File: src/rtl/digit_serial_adder.sv
// Digit-serial adder/subtractor: WIDTH-bit operands processed DIGIT bits per clock.
// Optional signed-overflow flag enabled by defining DIGIT_SERIAL_ADDER_OVF_EN.
module digit_serial_adder #(
  parameter int WIDTH = 8,
  parameter int DIGIT = 2
) (
  input  logic             clk,
  input  logic             rst_n,
  input  logic             start,
  input  logic             sub,
  input  logic [WIDTH-1:0] a,
  input  logic [WIDTH-1:0] b,
  input  logic             cin,
  output logic             busy,
  output logic             done,
  output logic [WIDTH-1:0] sum,
  output logic             cout,
  output logic             ovf
);

  localparam int N  = WIDTH / DIGIT;
  localparam int CW = (N > 1) ? $clog2(N) : 1;
  localparam logic [CW-1:0] LAST = CW'(N - 1);

  typedef enum logic [1:0] {
    IDLE,
    RUN,
    DONE
  } state_t;

  state_t           state_q, state_d;
  logic [CW-1:0]    cnt_q, cnt_d;
  logic [WIDTH-1:0] a_q, a_d;
  logic [WIDTH-1:0] b_q, b_d;
  logic [WIDTH-1:0] acc_q, acc_d;
  logic [WIDTH-1:0] sum_q, sum_d;
  logic             carry_q, carry_d;
  logic             cout_q, cout_d;

  logic [DIGIT-1:0] dig_sum;
  logic             dig_cout;
  logic [WIDTH-1:0] acc_shift;

  // One digit of the ripple: LSB digit of each operand plus the running carry.
  always_comb begin
    {dig_cout, dig_sum} = {1'b0, a_q[DIGIT-1:0]} + {1'b0, b_q[DIGIT-1:0]}
                        + {{DIGIT{1'b0}}, carry_q};
    acc_shift = (acc_q >> DIGIT) | (WIDTH'(dig_sum) << (WIDTH - DIGIT));
  end

  // NOTE: every variable gets a default before the case so no latch is inferred.
  always_comb begin
    state_d = state_q;
    cnt_d   = cnt_q;
    a_d     = a_q;
    b_d     = b_q;
    acc_d   = acc_q;
    sum_d   = sum_q;
    carry_d = carry_q;
    cout_d  = cout_q;
    case (state_q)
      IDLE, DONE: begin
        state_d = IDLE;
        if (start) begin
          state_d = RUN;
          cnt_d   = '0;
          a_d     = a;
          b_d     = sub ? ~b : b;
          carry_d = sub ? 1'b1 : cin;
        end
      end
      RUN: begin
        a_d     = a_q >> DIGIT;
        b_d     = b_q >> DIGIT;
        acc_d   = acc_shift;
        carry_d = dig_cout;
        cnt_d   = cnt_q + CW'(1);
        if (cnt_q == LAST) begin
          state_d = DONE;
          sum_d   = acc_shift;
          cout_d  = dig_cout;
        end
      end
      default: state_d = IDLE;
    endcase
  end

  // NOTE: sequential state uses non-blocking assignments so all flops update together.
  always_ff @(posedge clk or negedge rst_n) begin
    if (!rst_n) begin
      state_q <= IDLE;
      cnt_q   <= '0;
      a_q     <= '0;
      b_q     <= '0;
      acc_q   <= '0;
      sum_q   <= '0;
      carry_q <= 1'b0;
      cout_q  <= 1'b0;
    end else begin
      state_q <= state_d;
      cnt_q   <= cnt_d;
      a_q     <= a_d;
      b_q     <= b_d;
      acc_q   <= acc_d;
      sum_q   <= sum_d;
      carry_q <= carry_d;
      cout_q  <= cout_d;
    end
  end

`ifdef DIGIT_SERIAL_ADDER_OVF_EN
  logic msb_cin;
  logic ovf_q, ovf_d;

  // Carry into the MSB recovered from the MSB's operand bits and its sum bit.
  always_comb begin
    msb_cin = a_q[DIGIT-1] ^ b_q[DIGIT-1] ^ dig_sum[DIGIT-1];
    ovf_d   = ovf_q;
    if (state_q == RUN && cnt_q == LAST) ovf_d = msb_cin ^ dig_cout;
  end

  always_ff @(posedge clk or negedge rst_n) begin
    if (!rst_n) ovf_q <= 1'b0;
    else        ovf_q <= ovf_d;
  end

  assign ovf = ovf_q;
`else
  assign ovf = 1'b0;
`endif

  assign busy = (state_q == RUN);
  assign done = (state_q == DONE);
  assign sum  = sum_q;
  assign cout = cout_q;

endmodule

File: config.mk
export PLATFORM = sky130hd
export DESIGN_NAME = digit_serial_adder
export DESIGN_NICKNAME = d
export VERILOG_FILES = /design/src/rtl/digit_serial_adder.sv
export SDC_FILE = /design/constraint.sdc
export NUM_CORES = 1
export LEC_CHECK = 0
export CAP_MARGIN = 30
export CORE_UTILIZATION = 47
export CTS_BUF_LIST = sky130_fd_sc_hd__clkbuf_4 sky130_fd_sc_hd__clkbuf_8
export CTS_CLUSTER_DIAMETER = 60
export DETAILED_ROUTE_END_ITERATION = 6
export HOLD_SLACK_MARGIN = 0.03
export PLACE_DENSITY = 0.86
export SKIP_CTS_REPAIR_TIMING = 1
export SLEW_MARGIN = 20
export SYNTH_ARGS = -nofsm -noshare
export SYNTH_HDL_FRONTEND = slang
export SYNTH_SLANG_ARGS = --single-unit
File: constraint.sdc
create_clock -name clk -period 1.4 [get_ports clk]
set_input_delay 0.14 -clock clk [delete_from_list [all_inputs] [get_ports clk]]
set_output_delay 0.14 -clock clk [all_outputs]
set_load 0.02 [all_outputs]
==> results by group, run 1 <==
Run status
  • Status: complete, but fails checks
  • Failing checks: setup timing

Clock network
  • Clock Latency Late Sink: 0.33 ns
  • CTS Buf Count: 5
  • Root buf cell: clkbuf_4
  • CTS tree: built
  • Clock Tree Buf Depth: 2
  • Clock sink total: 36
  • CTS H-tree lvls: 2
  • Clock-pin slew on the worst setup and hold paths: 0.11 ns

Global routing
  • Largest net degree at the start of global routing: 37
  • Antenna violations before repair: 0
  • GRT Overall Usage: 0.194
  • First-pass GRT wire length: 4.99 mm
  • Remaining Overflow, GRT: 0
  • Vias in the first global route: 1158

Critical path
  • Endpoint class of the critical path: flop
  • R2r setup slk: -0.06 ns
  • Worst reg2reg startpoint: a_q[0]
  • R2R depth: 4
  • Required @ worst endpoint: roughly 1.6 ns
  • Setup CP Type: flop to flop
  • Reg-to-Reg End: acc_q[7]
  • Crit Path Max Fanout: 2
  • Setup crit end: acc_q[7]
  • Crit path DAT: about 1.7 ns
  • CP startpoint kind: flop
  • CP startpoint: a_q[0]

Floorplanning
  • CORE AREA: 3130 um2
  • Die Wd: 60.0 um
  • Rows: 20
  • I/O pin count: 33
  • Die Ht: 60.0 um
  • Starting Density: 0.505
  • Die area: 3600 um2

Yosys
  • Synth Instances: 138
  • Yosys reg bits: 36
  • Mapped Avg Cell Area: 11.5 um2
  • Syn_nets: 162
  • Top FF cell, synth: dfrtp_1
  • Top cells by area, synth: dfrtp_1 57%, a221o_1 5.1%, nand2_1 5.0%
  • Sequential-to-total area share from yosys stat: 0.570
  • Most common cell in the netlist: dfrtp_1
  • Top cell type's share of synthesized area: 0.570
  • YS warnings: 0
  • Synth Cell Area: around 1600 um2
  • Yosys top cell by area: dfrtp_1
  • Post-synth EDFFs: 0
  • Async S/R FF share, synth: 1.00
  • Cell variety after synth: 27
  • Synth cell count leaders: 36 x dfrtp_1, 21 x nand2_1, 8 x a221o_1, 8 x o21ai_0

Finish
  • Area grow syn2layout: 34.4%
  • Diode count: 0
  • Layout cells sized above 1: 0.199
  • Nets: 204
  • Fin cells: 225
  • Layout filler cell count: 254

STA
  • Hold Fails Final Rpt: 0
  • Fmax: between 0.6 and 0.7 GHz
  • Hold Slack: 0.181 ns
  • Final Critical Period: 1.46 ns
  • Setup violators final: 4
  • Period Utilization, post-route: 1.05
  • RSZ-0062 raised after global routing: yes
  • Clock Skew: 0.0100 ns
  • Worst setup margin: -0.0631 ns
  • Slew Limit Fails: 0

Route
  • Via Count: 1170
  • Violation count after the first detailed-route iteration: 40
  • Routed wire length: 3.02 mm
  • Final ANT Viol Nets: 0
  • TritonRoute pass-1 iters: 4
  • Remaining DRCs: 0
  • Routed WL per cell: between 10 and 15 um
  • Drt via density: 5.20

Pwr
  • Power Density: 2220 nW/um2
  • Leakage: 0.00110 uW
  • Maximum VDD drop: 0.946 mV

Placement
  • Final Wtd Congestion: 0.748
  • IO buf count: 31
  • DP Cell Count: 214
  • Dpl hpwl: 2.11 mm

Flow run
  • Max Cap Viol: 0

Min path
  • HP Class: input port to async pin
## worst min path at each step
stage,from,to,slack (ns)
global placement,acc_q[2],acc_q[2],0.46
global route,rst_n,b_q[3],0.19
detailed placement,sum[6],sum[6],0.47
CTS,rst_n,state_q[0],0.17
floorplan,rst_n,a_q[0],-0.16
finish,rst_n,carry_q,0.18
## cell type report
| class | count | area, um2 | area share |
|---|---|---|---|
| repair buffers | 45 | 455 | 0.214 |
| clock buffers | 7 | 65.1 | 0.0306 |
| flip-flops and latches | 36 | 901 | 0.424 |
| inverters | 7 | 28.8 | 0.0136 |
| well taps | 44 | 55.1 | 0.0259 |
| multi-input cells | 85 | 588 | 0.277 |
| clock inverters | 1 | 30.0 | 0.0141 |
## worst max-delay path: stages, from the launching register on
cell and delay (ns):
dfrtp_1 0.35, inv_2 0.05, fa_2 0.38, fa_1 0.51, o21ai_1 0.07
## through the flow
step / setup TNS [ns] / utilization / area, um2 / power (uW) / setup slack (ns)
2_1_floorplan: -0.0362 / - / 1580 / 3160 / -0.0213
3_3_place_gp: -0.0559 / 0.631 / 1970 / 3730 / -0.0280
3_5_place_dp: -0.318 / 0.631 / 1970 / 3850 / -0.0859
4_1_cts: -1.78 / 0.661 / 2070 / 4680 / -0.343
5_1_grt: -0.277 / 0.679 / 2120 / 5040 / -0.0977
6_report: -0.152 / 0.679 / 2120 / 4720 / -0.0631
## per-layer routing
metal	vias up	track usage	share of wire
met5	-	0	0
met4	0	0.0797	0.013
met3	4	0.0519	0.055
met2	40	0.330	0.49
met1	574	0.231	0.44
li1	552	-	-
## power breakdown
group | internal, uW | total (uW) | switching (uW) | leakage [uW]
logic | 1040 | 2130 | 1090 | 0.000593
clock network | 474 | 808 | 334 | 0.0000515
registers | 1520 | 1790 | 268 | 0.000452
total | 3040 | 4720 | 1690 | 0.00110
## flip-flops by register name, indices dropped and copies added (netlist names)
signal,count
sum,8
b_q,8
acc_q,6
cnt_q,2
cout,1
state_q,2
a_q,8
carry_q,1
## cell usage in the layout, fill, tap and decap left out
cell,n
a221o_1,8
xor2_1,2
bufinv_16,1
inv_4,1
clkbuf_4,5
a22oi_1,4
mux2_2,6
conb_1,1
nor2_1,6
inv_2,3
buf_8,1
dlymetal6s2s_1,10
fa_2,1
dfrtp_1,36
clkbuf_2,1
buf_4,12
o21ai_0,6
inv_1,3
nand2b_1,2
and2b_1,1
and2b_4,1
clkdlybuf4s50_1,20
a22o_1,5
nand3_1,6
xnor2_1,6
fa_1,1
nand3b_1,1
ha_1,1
nor3_1,2
buf_12,1
clkbuf_8,2
o21ai_1,2
nand2_1,21
o211ai_1,1
nor2_4,1
## cell families after synthesis
group / share of synthesized area
AND/OR/NAND/NOR: 0.117
multiplexers: 0.0428
AO/OA/AOI/OAI: 0.127
XOR/XNOR: 0.0443
buffers and inverters: 0.0625
flip-flops: 0.570
adder cells (fa/ha/maj): 0.0333
other: 0.00237
Note: power is estimated with default switching activity, not from simulation.
==> run 2: changes to the inputs <==
--- a/config.mk
+++ b/config.mk
@@ -13,7 +13,7 @@
 export HOLD_SLACK_MARGIN = 0.03
 export PLACE_DENSITY = 0.86
 export SKIP_CTS_REPAIR_TIMING = 1
-export SLEW_MARGIN = 20
+export SLEW_MARGIN = 5
 export SYNTH_ARGS = -nofsm -noshare
 export SYNTH_HDL_FRONTEND = slang
 export SYNTH_SLANG_ARGS = --single-unit
==> results of run 2 <==
Final layout, timing and power as in run 1 (identical DEF).
==> run 3: changes to the inputs <==
--- a/config.mk
+++ b/config.mk
@@ -6,12 +6,12 @@
 export NUM_CORES = 1
 export LEC_CHECK = 0
 export CAP_MARGIN = 30
-export CORE_UTILIZATION = 47
+export CORE_UTILIZATION = 55
 export CTS_BUF_LIST = sky130_fd_sc_hd__clkbuf_4 sky130_fd_sc_hd__clkbuf_8
 export CTS_CLUSTER_DIAMETER = 60
 export DETAILED_ROUTE_END_ITERATION = 6
 export HOLD_SLACK_MARGIN = 0.03
-export PLACE_DENSITY = 0.86
+export PLACE_DENSITY = 0.94
 export SKIP_CTS_REPAIR_TIMING = 1
 export SLEW_MARGIN = 5
 export SYNTH_ARGS = -nofsm -noshare
==> constraint.sdc (replaced) <==
create_clock -name clk -period 1.78 [get_ports clk]
set_input_delay 0.178 -clock clk [delete_from_list [all_inputs] [get_ports clk]]
set_output_delay 0.178 -clock clk [all_outputs]
set_load 0.02 [all_outputs]
==> results by group, run 3 (synthesis results as in run 1) <==
Finish
  • Diode count: 0 (unchanged)
  • Layout filler cell count: 217 (was 254)
  • Nets: 194 (was 204)
  • Layout cells sized above 1: 0.123 (was 0.199)
  • Area grow syn2layout: 23.8% (was 34.4%)
  • Post-layout instance area: 1960 um2 (was 2120 um2)
  • Fin cells: 202 (was 225)
  • Most common cell after layout, fill and taps aside: dfrtp_1 (unchanged)
  • Most frequent cells in the layout: 36 x dfrtp_1, 29 x clkdlybuf4s50_1, 21 x nand2_1 (was 36 x dfrtp_1, 21 x nand2_1, 20 x clkdlybuf4s50_1)

Placement
  • Final Wtd Congestion: 0.814 (was 0.748)
  • Area after DPL: 1890 um2 (was 1970 um2)
  • DP Cell Count: 194 (was 214)
  • IO buf count: 31 (unchanged)
  • Dpl hpwl: 2.07 mm (was 2.11 mm)

Global routing
  • GRT Overall Usage: 0.217 (was 0.194)
  • Remaining Overflow, GRT: 0 (unchanged)
  • Vias in the first global route: 1172 (was 1158)
  • First-pass GRT wire length: 5.18 mm (was 4.99 mm)
  • Antenna violations before repair: 0 (unchanged)
  • Largest net degree at the start of global routing: 37 (unchanged)

Floorplanning
  • Rows: 19 (was 20)
  • Die Ht: 55.6 um (was 60.0 um)
  • Die area: 3090 um2 (was 3600 um2)
  • I/O pin count: 33 (unchanged)
  • Starting Density: 0.578 (was 0.505)
  • CORE AREA: 2730 um2 (was 3130 um2)
  • Die Wd: 55.6 um (was 60.0 um)

Route
  • Violation count after the first detailed-route iteration: 34 (was 40)
  • Routed wire length: 2.89 mm (was 3.02 mm)
  • Final ANT Viol Nets: 0 (unchanged)
  • TritonRoute pass-1 iters: 4 (unchanged)
  • Remaining DRCs: 0 (unchanged)
  • Drt via density: 5.66 (was 5.20)
  • Via Count: 1143 (was 1170)
  • Routed WL per cell: 14.3 um (was 13.4 um)

Clock network
  • Clock Tree Buf Depth: 2 (unchanged)
  • Clock Latency Late Sink: 0.33 ns (about the same)
  • Clock-pin slew on the worst setup and hold paths: 0.11 ns (about the same)
  • CTS H-tree lvls: 2 (unchanged)
  • Clock sink total: 36 (unchanged)
  • CTS Buf Count: 5 (unchanged)
  • Root buf cell: clkbuf_4 (unchanged)
  • CTS tree: built (unchanged)

Pwr
  • Clock power share: 0.136 (was 0.171)
  • Leakage: 0.000930 uW (was 0.00110 uW)
  • Design Power: 3380 uW (was 4720 uW)
  • Gate power share: 0.449 (was 0.450)
  • Sw frac: 0.380 (was 0.357)
  • Maximum VDD drop: 1.37 mV (was 0.946 mV)
  • Int Pwr: 2100 uW (was 3040 uW)
  • Power Density: 1730 nW/um2 (was 2220 nW/um2)
  • Sw Pwr: 1290 uW (was 1690 uW)
  • Flop pwr share: 0.415 (was 0.378)

STA
  • Fmax: 0.638 GHz (was 0.683 GHz)
  • Slew Limit Fails: 0 (unchanged)
  • Clock Skew: 0.00670 ns (was 0.0100 ns)
  • Hold Fails Final Rpt: 0 (unchanged)
  • Sum Neg Setup Slack: 0 ns (was -0.152 ns)
  • RSZ-0062 raised after global routing: no (was yes)
  • Period Utilization, post-route: 0.880 (was 1.05)
  • Final Critical Period: 1.57 ns (was 1.46 ns)
  • Setup violators final: 0 (was 4)

Critical path
  • Worst Path Buf+Inv: 2 (was 1)
  • Endpoint class of the critical path: flop (unchanged)
  • Crit path max-delay cell type: dfrtp_1 (was fa_1)
  • R2r setup slk: 0.21 ns (was -0.06 ns)
  • CP startpoint kind: flop (unchanged)
  • CP max stage delay: 0.44 ns (was 0.51 ns)
  • Crit Path Max Fanout: 14 (was 2)
  • Top delay family on crit path: simple AND/OR/NAND/NOR gates (was adder cells)
  • Crit-path cells: nand2b_1, inv_4, buf_4, nor2_2, a221o_1 (was inv_2, fa_2, fa_1, o21ai_1)
  • Worst reg2reg startpoint: state_q[0] (was a_q[0])
  • Reg-to-Reg End: b_q[1] (was acc_q[7])
  • CP startpoint: state_q[0] (was a_q[0])
  • Required @ worst endpoint: 2.06 ns (was 1.63 ns)
  • Crit path DAT: 1.84 ns (was 1.69 ns)
  • R2R depth: 5 (was 4)
  • Setup CP Type: flop to flop (unchanged)

Run status
  • Status: finished, final reports clean (was complete, but fails checks)

Flow run
  • Max Cap Viol: 0 (unchanged)

Min path
  • HP Class: input port to async pin (unchanged)
==> run 3: cell types whose count changed in the layout (fill, tap and decap cells not counted), moves of 3 or more <==
| cell | delta |
|---|---|
| buf_4 | -8 |
| inv_2 | -3 |
| inv_1 | +3 |
| clkdlybuf4s50_1 | +9 |
| dlymetal6s2s_1 | -8 |
==> run 3: routing by layer <==
metal  share of wire  global-route usage
met1            0.44               0.288
met2            0.50               0.360
met3           0.053              0.0465
met4           0.011              0.0679
met5               0                   0
==> run 3: layout make-up <==
class,instances,area (um2),share of cell area
inverter,7,28.8,0.0147
clock inverter,2,10.0,0.00512
sequential,36,901,0.461
tap,31,38.8,0.0198
multi-input combinational,85,581,0.297
timing repair buffer,35,345,0.177
clock buffer,6,51.3,0.0262
==> run 3: worst max path at each step <==
stage,end,slack (ns),cells past startpoint
after detailed placement,b_q[1],0.20,4
after floorplan,acc_q[7],0.31,4
after global routing,b_q[1],0.07,5
after global placement,b_q[2],0.27,4
after CTS,busy,-0.11,3
final,b_q[1],0.21,5
==> run 3: per-stage QoR <==
stage          hold slack (ns)   util  setup slack [ns]
3_3_place_gp             0.457  0.691             0.271
2_1_floorplan           -0.118      -             0.307
6_report                 0.241  0.715             0.214
4_1_cts                  0.250  0.714            -0.107
5_1_grt                  0.266  0.715            0.0749
3_5_place_dp             0.471  0.691             0.195
==> run 3: power by group through the flow <==
stage	logic, uW	registers [uW]	clock network [uW]
after floorplan	994	1490	0
after global placement	1450	1400	0
after detailed placement	1530	1420	0
after CTS	1540	1400	466
after global routing	1700	1460	502
final	1520	1400	458
==> run 3: worst register-to-register path: stages (launching register included) <==
cell      delay (ns)
dfrtp_1         0.44
nand2b_1        0.15
inv_4           0.10
buf_4           0.18
nor2_2          0.40
a221o_1         0.24
